<file path="src/rtl/c3aibadapt_avmm_dcg_pkg.sv">
// Shared definitions for the AVMM dynamic clock gating requester:
// state encodings, testbus layout and default wake/idle cycle counts.
package c3aibadapt_avmm_dcg_pkg;

  // Default timing; the DCG-side wait count is derived from the same values.
  localparam int DCG_WAKE_CYC_DEF = 4;
  localparam int DCG_IDLE_CYC_DEF = 16;
  localparam int DCG_CNT_W_DEF    = 5;

  // Fixed 3-bit state codes; they are exposed on the testbus.
  localparam logic [2:0] ST_IDLE   = 3'd0;
  localparam logic [2:0] ST_BUSY   = 3'd1;
  localparam logic [2:0] ST_GATING = 3'd2;
  localparam logic [2:0] ST_GATED  = 3'd3;
  localparam logic [2:0] ST_WAKE   = 3'd4;

  typedef enum logic [2:0] {
    DCG_IDLE   = ST_IDLE,
    DCG_BUSY   = ST_BUSY,
    DCG_GATING = ST_GATING,
    DCG_GATED  = ST_GATED,
    DCG_WAKE   = ST_WAKE
  } dcg_req_state_e;

  // Testbus layout: {state[2:0], fwd_req, r_dcg_en, cnt[2:0]}
  localparam int TB_CNT_LSB   = 0;
  localparam int TB_EN_BIT    = 3;
  localparam int TB_FWD_BIT   = 4;
  localparam int TB_STATE_LSB = 5;

  function automatic logic [7:0] dcg_testbus_pack(
    input dcg_req_state_e st,
    input logic           fwd,
    input logic           en,
    input logic [2:0]     cnt
  );
    logic [7:0] tb;
    tb                     = '0;
    tb[TB_STATE_LSB +: 3]  = st;
    tb[TB_FWD_BIT]         = fwd;
    tb[TB_EN_BIT]          = en;
    tb[TB_CNT_LSB +: 3]    = cnt;
    return tb;
  endfunction

endpackage

</file>
<file path="src/rtl/c3aibadapt_avmm_dcg_req.sv">
// Requester side of the AVMM dynamic clock gating handshake. Runs on the
// free-running AVMM clock, wakes the gated clock when a transaction is
// pending, forwards it once the clock has restarted, and gates the clock
// again after a run of idle cycles.
//
// state   | meaning
// --------+-----------------------------------------------------------
// IDLE    | clock running, no transaction; idle counter running
// BUSY    | transaction forwarded (fwd_req high) until fwd_done
// GATING  | single cycle, gate pulse issued to the DCG cell
// GATED   | clock gated, waiting for traffic or DCG disable
// WAKE    | ungate pulse issued, waiting WAKE_CYC cycles for the clock
module c3aibadapt_avmm_dcg_req
  import c3aibadapt_avmm_dcg_pkg::*;
#(
  parameter int WAKE_CYC = DCG_WAKE_CYC_DEF,
  parameter int IDLE_CYC = DCG_IDLE_CYC_DEF,
  parameter int CNT_W    = DCG_CNT_W_DEF
) (
  input  logic       clk,
  input  logic       rst_n,
  input  logic       r_dcg_en,
  input  logic       txn_req,
  output logic       txn_ack,
  output logic       fwd_req,
  input  logic       fwd_done,
  output logic       dcg_ungate,
  output logic       dcg_gate,
  output logic       clk_active,
  output logic [7:0] dcg_req_testbus
);

  localparam logic [CNT_W-1:0] CNT_IDLE = CNT_W'(IDLE_CYC);
  localparam logic [CNT_W-1:0] CNT_WAKE = CNT_W'(WAKE_CYC);
  localparam logic [CNT_W-1:0] CNT_ONE  = CNT_W'(1);

  dcg_req_state_e   state_q, state_d;
  logic [CNT_W-1:0] cnt_q, cnt_d;

  logic fwd_req_q, dcg_gate_q, dcg_ungate_q, clk_active_q;
  logic wake_cond;

  // Traffic or a DCG disable both force the clock back on.
  assign wake_cond = txn_req | ~r_dcg_en;

  // Next-state and shared down-counter: idle timeout in IDLE, restart wait in WAKE.
  always_comb begin
    state_d = state_q;
    cnt_d   = cnt_q;
    unique case (state_q)
      DCG_IDLE: begin
        if (txn_req) begin
          // Transaction beats an idle expiry in the same cycle.
          state_d = DCG_BUSY;
          cnt_d   = CNT_IDLE;
        end else if (!r_dcg_en) begin
          cnt_d = CNT_IDLE;
        end else if (cnt_q <= CNT_ONE) begin
          state_d = DCG_GATING;
        end else begin
          cnt_d = cnt_q - CNT_ONE;
        end
      end
      DCG_BUSY: begin
        if (fwd_done) begin
          state_d = DCG_IDLE;
          cnt_d   = CNT_IDLE;
        end
      end
      DCG_GATING: begin
        if (wake_cond) begin
          state_d = DCG_WAKE;
          cnt_d   = CNT_WAKE;
        end else begin
          state_d = DCG_GATED;
        end
      end
      DCG_GATED: begin
        if (wake_cond) begin
          state_d = DCG_WAKE;
          cnt_d   = CNT_WAKE;
        end
      end
      DCG_WAKE: begin
        if (cnt_q <= CNT_ONE) begin
          state_d = DCG_IDLE;
          cnt_d   = CNT_IDLE;
        end else begin
          cnt_d = cnt_q - CNT_ONE;
        end
      end
      default: begin
        state_d = DCG_IDLE;
        cnt_d   = CNT_IDLE;
      end
    endcase
  end

  // State and counter registers; the DCG cell also resets ungated.
  always_ff @(posedge clk) begin
    if (!rst_n) begin
      state_q <= DCG_IDLE;
      cnt_q   <= CNT_IDLE;
    end else begin
      state_q <= state_d;
      cnt_q   <= cnt_d;
    end
  end

  // Outputs toward the clock cell are decoded from the next state and
  // registered so they change only at the edge, never glitching.
  always_ff @(posedge clk) begin
    if (!rst_n) begin
      fwd_req_q    <= 1'b0;
      dcg_gate_q   <= 1'b0;
      dcg_ungate_q <= 1'b0;
      clk_active_q <= 1'b1;
    end else begin
      fwd_req_q    <= (state_d == DCG_BUSY);
      dcg_gate_q   <= (state_d == DCG_GATING);
      dcg_ungate_q <= (state_d == DCG_WAKE) && (state_q != DCG_WAKE);
      clk_active_q <= (state_d != DCG_GATED);
    end
  end

  assign txn_ack    = txn_req & (state_q == DCG_IDLE);
  assign fwd_req    = fwd_req_q;
  assign dcg_gate   = dcg_gate_q;
  assign dcg_ungate = dcg_ungate_q;
  assign clk_active = clk_active_q;

  assign dcg_req_testbus = dcg_testbus_pack(state_q, fwd_req_q, r_dcg_en, cnt_q[2:0]);

endmodule

</file>
<file path="config.mk">
export PLATFORM = sky130hd
export DESIGN_NAME = c3aibadapt_avmm_dcg_req
export DESIGN_NICKNAME = d
export VERILOG_FILES = /design/src/rtl/c3aibadapt_avmm_dcg_pkg.sv /design/src/rtl/c3aibadapt_avmm_dcg_req.sv
export SDC_FILE = /design/constraint.sdc
export NUM_CORES = 1
export LEC_CHECK = 0
export ABC_CLOCK_PERIOD_IN_PS = 1480
export CELL_PAD_IN_SITES_DETAIL_PLACEMENT = 1
export CELL_PAD_IN_SITES_GLOBAL_PLACEMENT = 2
export CORE_ASPECT_RATIO = 1.2
export CORE_MARGIN = 1.5
export CORE_UTILIZATION = 24
export DETAILED_ROUTE_END_ITERATION = 8
export HOLD_SLACK_MARGIN = 0.06
export PLACE_DENSITY_LB_ADDON = 0.15
export SYNTH_ARGS = -nofsm -noshare
export SYNTH_HDL_FRONTEND = slang
export SYNTH_SLANG_ARGS = --single-unit
</file>
<file path="constraint.sdc">
create_clock -name clk -period 1.48 [get_ports clk]
set_input_delay 0.222 -clock clk [delete_from_list [all_inputs] [get_ports clk]]
set_output_delay 0.222 -clock clk [all_outputs]
set_load 0.01 [all_outputs]
</file>
==> impl_metrics.json, run 1 <==
{
  "status": "finished, violations left",
  "violations": "negative setup slack",
  "grt_pass1_vias": 694,
  "rsz0062_at_grt": "true",
  "synth_top_area_cell": "dfxtp_1",
  "syn_avg_cell_area_um2": 8.822,
  "dp_slack_ps": -331.5,
  "hold_start": "cnt_q[3]",
  "r2r_end": "cnt_q[4]",
  "layout.nets": 124,
  "synth_edf_count": 0,
  "antenna_cells": 0,
  "ys_top_cells_by_count": "12 x dfxtp_1, 6 x nor2_1, 5 x buf_4",
  "grt_pass1_wl_um": 3063,
  "start_util_pct": 25.02,
  "seqCellArea_um2": 246.5,
  "drt-pass1-iter-count": 4,
  "die_x_um": 52.19,
  "vias": 703,
  "route.detailed.drc": 0,
  "place_congestion": 0.7029,
  "max-cap-violations": 0,
  "path_max_fanout": 5,
  "hold_end": "cnt_q[3]",
  "root_buffer": "clkbuf_4",
  "setup_viol": 3,
  "grt_max_degree": 11,
  "clock-sinks": 12,
  "synth_compound_gate_area_share_pct": 24.78,
  "syn-cell-area_um2": 696.9,
  "min_period_ps": 1523,
  "synth_fp_nets": 86,
  "yosysWarnings": 0,
  "hold_buffers": 0,
  "reg2reg_slack_ps": -40,
  "min_path_type": "flip-flop to flip-flop",
  "synth-xor-area-share_pct": 1.257,
  "async_flop_share_pct": 0,
  "multiInputGateArea_um2": 435.4,
  "power.density_mw_per_mm2": 760.4,
  "synth_top_area_share_pct": 34.47,
  "grtUsageTotal_pct": 13.26,
  "cp-start-kind": "flip-flop",
  "io_pins": 18,
  "cts_tree": "yes",
  "fillers": 344,
  "wirelength_um": 1951,
  "synth_cells": 79,
  "finalCritPeriodShare_pct": 102.9,
  "yosysUniqueCellTypes": 38,
  "viasPerCell": 4.687,
  "synth-simple-area-share_pct": 27.65,
  "clock_latency_ps": 280,
  "core_area_mm2": 0.002785,
  "yosysMostFrequentCell": "dfxtp_1",
  "synth_top_family_by_area": "simple AND/OR/NAND/NOR gates",
  "peakVddDrop_mv": 0.3099,
  "slew_violations": 0,
  "synth_seq_cells": 12,
  "yosysSeqAreaShare_pct": 34.47,
  "clockBufferDepth": 2,
  "drtAntennaViolNets": 0,
  "post_drt_wl_per_cell_um": 13.01,
  "ys_top_cells_by_area": "dfxtp_1 34%, buf_4 5.4%, ha_1 3.6%, nor2_1 3.2%, a31oi_4 3.1%",
  "num_rows": 21,
  "dpl_cell_area_mm2": 0.001046,
  "area_growth_pct": 58.71,
  "hold_viol": 0,
  "hpwlAfterDp_um": 1542,
  "instances_no_fill": 150,
  "leakage_nw": 0.4635,
  "synthMuxAreaShare_pct": 0,
  "worst_pin_slew_ps": 288.4,
  "postLayoutSetupSlackWorst_ps": -42.73,
  "path_class": "flip-flop to flip-flop",
  "worstPathArrival_ps": 1700,
  "drive_gt1_share_pct": 42.24,
  "fin_skew_ps": 5.204,
  "h-tree-depth": 1,
  "dieHeight_um": 62.03,
  "die_area_mm2": 0.003237,
  "drt_iter0_drc": 4,
  "dpl.cell_count": 146,
  "cp-end-kind": "flip-flop",
  "cp_data_required_time_ps": 1650,
  "grt_antenna_before_repair": 0,
  "synthAdderAreaFrac_pct": 3.591,
  "r2r_cells": 7,
  "post_cts_buffers": 0,
  "ys.flop_type": "dfxtp_1",
  "r2r_start": "cnt_q[0]",
  "clock.fmax_mhz": 656.7,
  "cts_buffers": 3,
  "postLayoutCellArea_mm2": 0.001106,
  "slew_headroom_pct": 80.63,
  "min_delay_path_depth": 1,
  "grt_overflow": 0,
  "io_buffers": 17,
  "clk_pin_slew_ps": 90
}
[worst max-delay path, cell delays in order, from the launching register on]
cell and delay, ps:
dfxtp_2 350, inv_1 60, ha_2 160, and2b_1 140, nand2b_1 80, a2111o_1 370, a211oi_2 180, o21ai_1 70
[registers in the layout, summed over array words and instances (netlist names)]
register,cells
dcg_ungate,1
state_q,3
dcg_gate,1
cnt_q,5
fwd_req,1
clk_active,1
[repair_timing]
action	CTS	global route
gates resized for setup	15	5
pin swaps	3	1
setup endpoints to repair	14	10
endpoints found under the hold margin	0	0
[cell usage in the layout (no fill, tap or decap), types with 3 or more instances in the layout]
cell type	synthesis	final
o21ai_1	2	3
clkbuf_4	0	3
a21oi_1	3	3
buf_4	5	23
dfxtp_1	12	7
nand2_1	4	4
nor3_1	4	4
clkdlybuf4s50_1	0	10
nand2b_1	3	3
nor2_1	6	6
dlygate4sd2_1	0	5
dfxtp_2	0	5
[per-layer routing]
metal  vias up  GRT usage [%]  share of wire [%]
met4         0          7.326                1.7
met1       331          16.59                 46
met3         4          2.871                2.8
met5         -              0                  0
met2        16          21.34                 50
li1        352              -                  -
[cell families after synthesis]
group,Yosys count
xor+xnor,1
compound gates,22
buf+inv,10
flops,12
simple gates,32
fa+ha+maj,2
[worst max path at each step]
stage / from / cells after the start / to / slack [ps]
2_1_floorplan: cnt_q[0] / 7 / cnt_q[4] / 0.9
5_1_grt: cnt_q[0] / 7 / cnt_q[4] / -110
6_report: cnt_q[0] / 7 / cnt_q[4] / -40
3_3_place_gp: r_dcg_en / 7 / cnt_q[4] / -330
4_1_cts: cnt_q[0] / 7 / cnt_q[4] / -60
3_5_place_dp: r_dcg_en / 7 / cnt_q[4] / -330
[area by class of cell]
class | instances | share of cell area, %
Inverter | 3 | 1.018
Tap cell | 34 | 3.846
Sequential cell | 12 | 22.29
Clock buffer | 4 | 3.281
Multi-Input combinational cell | 57 | 39.37
Timing Repair Buffer | 40 | 30.20
[metrics by stage]
| step | utilization, % | setup TNS [ps] | power [mW] | hold slack, ps |
|---|---|---|---|---|
| floorplan | - | 0 | 0.4654 | 302.0 |
| global placement | 37.56 | -2181 | 0.5658 | 502.7 |
| detailed placement | 37.56 | -2423 | 0.5673 | 517.6 |
| CTS | 39.49 | -147.4 | 0.8531 | 535.7 |
| global route | 39.71 | -543.1 | 0.8873 | 566.2 |
| finish | 39.71 | -80.24 | 0.8410 | 530.8 |
[report_power, final]
group          switching, mW  internal [mW]
registers             0.0149          0.338
clock network          0.127          0.150
logic                 0.0902          0.122
total                  0.232          0.609
Power figures use the tool's default switching activity.
==> run 2: changes to the inputs <==
--- a/config.mk
+++ b/config.mk
@@ -12,6 +12,7 @@
 export CORE_MARGIN = 1.5
 export CORE_UTILIZATION = 24
 export DETAILED_ROUTE_END_ITERATION = 8
+export GPL_TIMING_DRIVEN = 0
 export HOLD_SLACK_MARGIN = 0.06
 export PLACE_DENSITY_LB_ADDON = 0.15
 export SYNTH_ARGS = -nofsm -noshare
==> run 2 against run 1 <==
  * The run still ends with negative setup slack left
  * Power is 10% lower
  * Critical path depth stayed put
  * Clock skew is 1.6 ps lower
  * Utilization is 2.1 points lower
  * Sequential share of layout area is 2.1 points higher
  * Cell count is 8.0% lower
  * Setup slack worse by 1.2 ps
  * Global-route usage is 0.34 points lower
  * Critical endpoint unchanged
  * Largest cell class unchanged
==> impl_metrics.json, run 2 (synthesis results as in run 1) <==
{
  "clock.fmax_mhz": 656.2,
  "max-cap-violations": 0,
  "worstPathArrival_ps": 1690,
  "grt_max_degree": 11,
  "min_period_ps": 1524,
  "vias": 661,
  "core_area_mm2": 0.002785,
  "drive_gt1_share_pct": 36.54,
  "finalCritPeriodShare_pct": 103.0,
  "worst_pin_slew_ps": 291.7,
  "slew_violations": 0,
  "die_x_um": 52.19,
  "slew_headroom_pct": 80.40,
  "hpwlAfterDp_um": 1355,
  "h-tree-depth": 1,
  "status": "finished, violations left",
  "clockBufferDepth": 2,
  "cts_tree": "yes",
  "postLayoutSetupSlackWorst_ps": -43.94,
  "drt_iter0_drc": 5,
  "layout_common_cells": "12 x buf_4, 10 x clkdlybuf4s50_1, 8 x dfxtp_1",
  "leakage_nw": 0.4134,
  "fin_skew_ps": 3.627,
  "clk_pin_slew_ps": 80,
  "layout.nets": 113,
  "tns_ps": -70.88,
  "grt_pass1_vias": 628,
  "final_common_cell": "buf_4",
  "min_path_type": "flip-flop to flip-flop",
  "power.density_mw_per_mm2": 721.6,
  "route.detailed.drc": 0,
  "root_buffer": "clkbuf_4",
  "grt_overflow": 0,
  "drt-pass1-iter-count": 3,
  "grt_antenna_before_repair": 0,
  "clock-sinks": 12,
  "cts_buffers": 3,
  "largest_reg_flops": 5,
  "hold_viol": 0,
  "viasPerCell": 4.790,
  "cp-end-kind": "flip-flop",
  "wirelength_um": 1877,
  "instances_no_fill": 138,
  "io_buffers": 17,
  "dpl.cell_count": 130,
  "post_drt_wl_per_cell_um": 13.60,
  "io_pins": 18,
  "regMostFlops": "cnt_q",
  "die_area_mm2": 0.003237,
  "num_rows": 21,
  "dieHeight_um": 62.03,
  "rsz0062_at_grt": "true",
  "violations": "negative setup slack",
  "path_class": "flip-flop to flip-flop",
  "grtUsageTotal_pct": 12.92,
  "reg_top3": "cnt_q (5), state_q (3)",
  "clock_latency_ps": 270,
  "drtAntennaViolNets": 0,
  "antenna_cells": 0,
  "start_util_pct": 25.02,
  "setup_viol": 2,
  "place_congestion": 0.7269,
  "cp_data_required_time_ps": 1640,
  "area_growth_pct": 50.45,
  "grt_pass1_wl_um": 3015,
  "peakVddDrop_mv": 0.3647,
  "fillers": 345,
  "path_max_fanout": 4,
  "cp-start-kind": "flip-flop"
}
## run 2: cell count changes in the layout (fill, tap and decap cells not counted), moves of 2 or more
cell and change:
dfxtp_2 -5, dlygate4sd2_1 -2, dfxtp_4 +4, buf_4 -11, o21ai_0 +2, ha_4 +2
buf_2 +2
## run 2: repair_timing
action / 4_1_cts / 5_1_grt
hold buffers: 0 / 0
setup buffers: 5 / 0
setup endpoints to repair: 11 / 12
pin swaps: 3 / 1
gates resized for setup: 27 / 4
## run 2: layout make-up
cell class | instances | area, um^2 | area share (%)
Inverter | 3 | 13.76 | 1.313
Buffer | 7 | 50.05 | 4.773
Clock buffer | 3 | 22.52 | 2.148
Multi-Input combinational cell | 57 | 462.9 | 44.15
Sequential cell | 12 | 255.2 | 24.34
Timing Repair Buffer | 22 | 201.4 | 19.21
Tap cell | 34 | 42.54 | 4.057
## run 2: path summary, 6_finish.rpt
kind         slack (ps)       end  depth (start not counted)     start
max                 -40  cnt_q[4]                          7  cnt_q[1]
min                 510  cnt_q[1]                          1  cnt_q[1]
max reg2reg         -40  cnt_q[4]                          7  cnt_q[1]
min reg2reg         510  cnt_q[1]                          1  cnt_q[1]
## run 2: through the flow
stage | area (um^2) | utilization, % | power, mW | hold slack, ps | setup WS [ps]
after floorplan | 706.9 | - | 0.4654 | 302.0 | 0.9281
after global placement | 919.6 | 33.02 | 0.5343 | 501.5 | -445.5
after detailed placement | 919.6 | 33.02 | 0.5337 | 502.9 | -439.6
after CTS | 1037 | 37.24 | 0.7661 | 519.3 | -55.79
after global routing | 1049 | 37.65 | 0.8040 | 536.9 | -137.5
final | 1049 | 37.65 | 0.7567 | 513.2 | -43.94
## run 2: per-layer routing
metal / vias to the layer above / global-route usage [%] / share of wire (%)
met2: 9 / 21.34 / 47
met4: 0 / 4.396 / 0.85
met1: 319 / 16.79 / 49
met5: - / 0 / 0
li1: 331 / - / -
met3: 2 / 2.871 / 3.2
## run 2: power by group
part	internal [mW]	switching [mW]	total, mW
Combinational	0.107	0.0849	0.192
Sequential	0.334	0.0213	0.356
Clock	0.0941	0.115	0.209
Total	0.535	0.221	0.757
## run 2: critical path: stages (launching register included)
cell,delay (ps)
dfxtp_4,370
inv_4,70
ha_4,150
and2b_1,140
nand2b_1,60
a2111o_1,370
a211oi_2,190
o21ai_1,70
==> run 3: changes to the inputs <==
--- a/config.mk
+++ b/config.mk
@@ -13,7 +13,7 @@
 export CORE_UTILIZATION = 24
 export DETAILED_ROUTE_END_ITERATION = 8
 export GPL_TIMING_DRIVEN = 0
-export HOLD_SLACK_MARGIN = 0.06
+export HOLD_SLACK_MARGIN = 0.1
 export PLACE_DENSITY_LB_ADDON = 0.15
 export SYNTH_ARGS = -nofsm -noshare
 export SYNTH_HDL_FRONTEND = slang
==> results of run 3 <==
No change in the layout: final DEF, timing and power equal those of run 2.
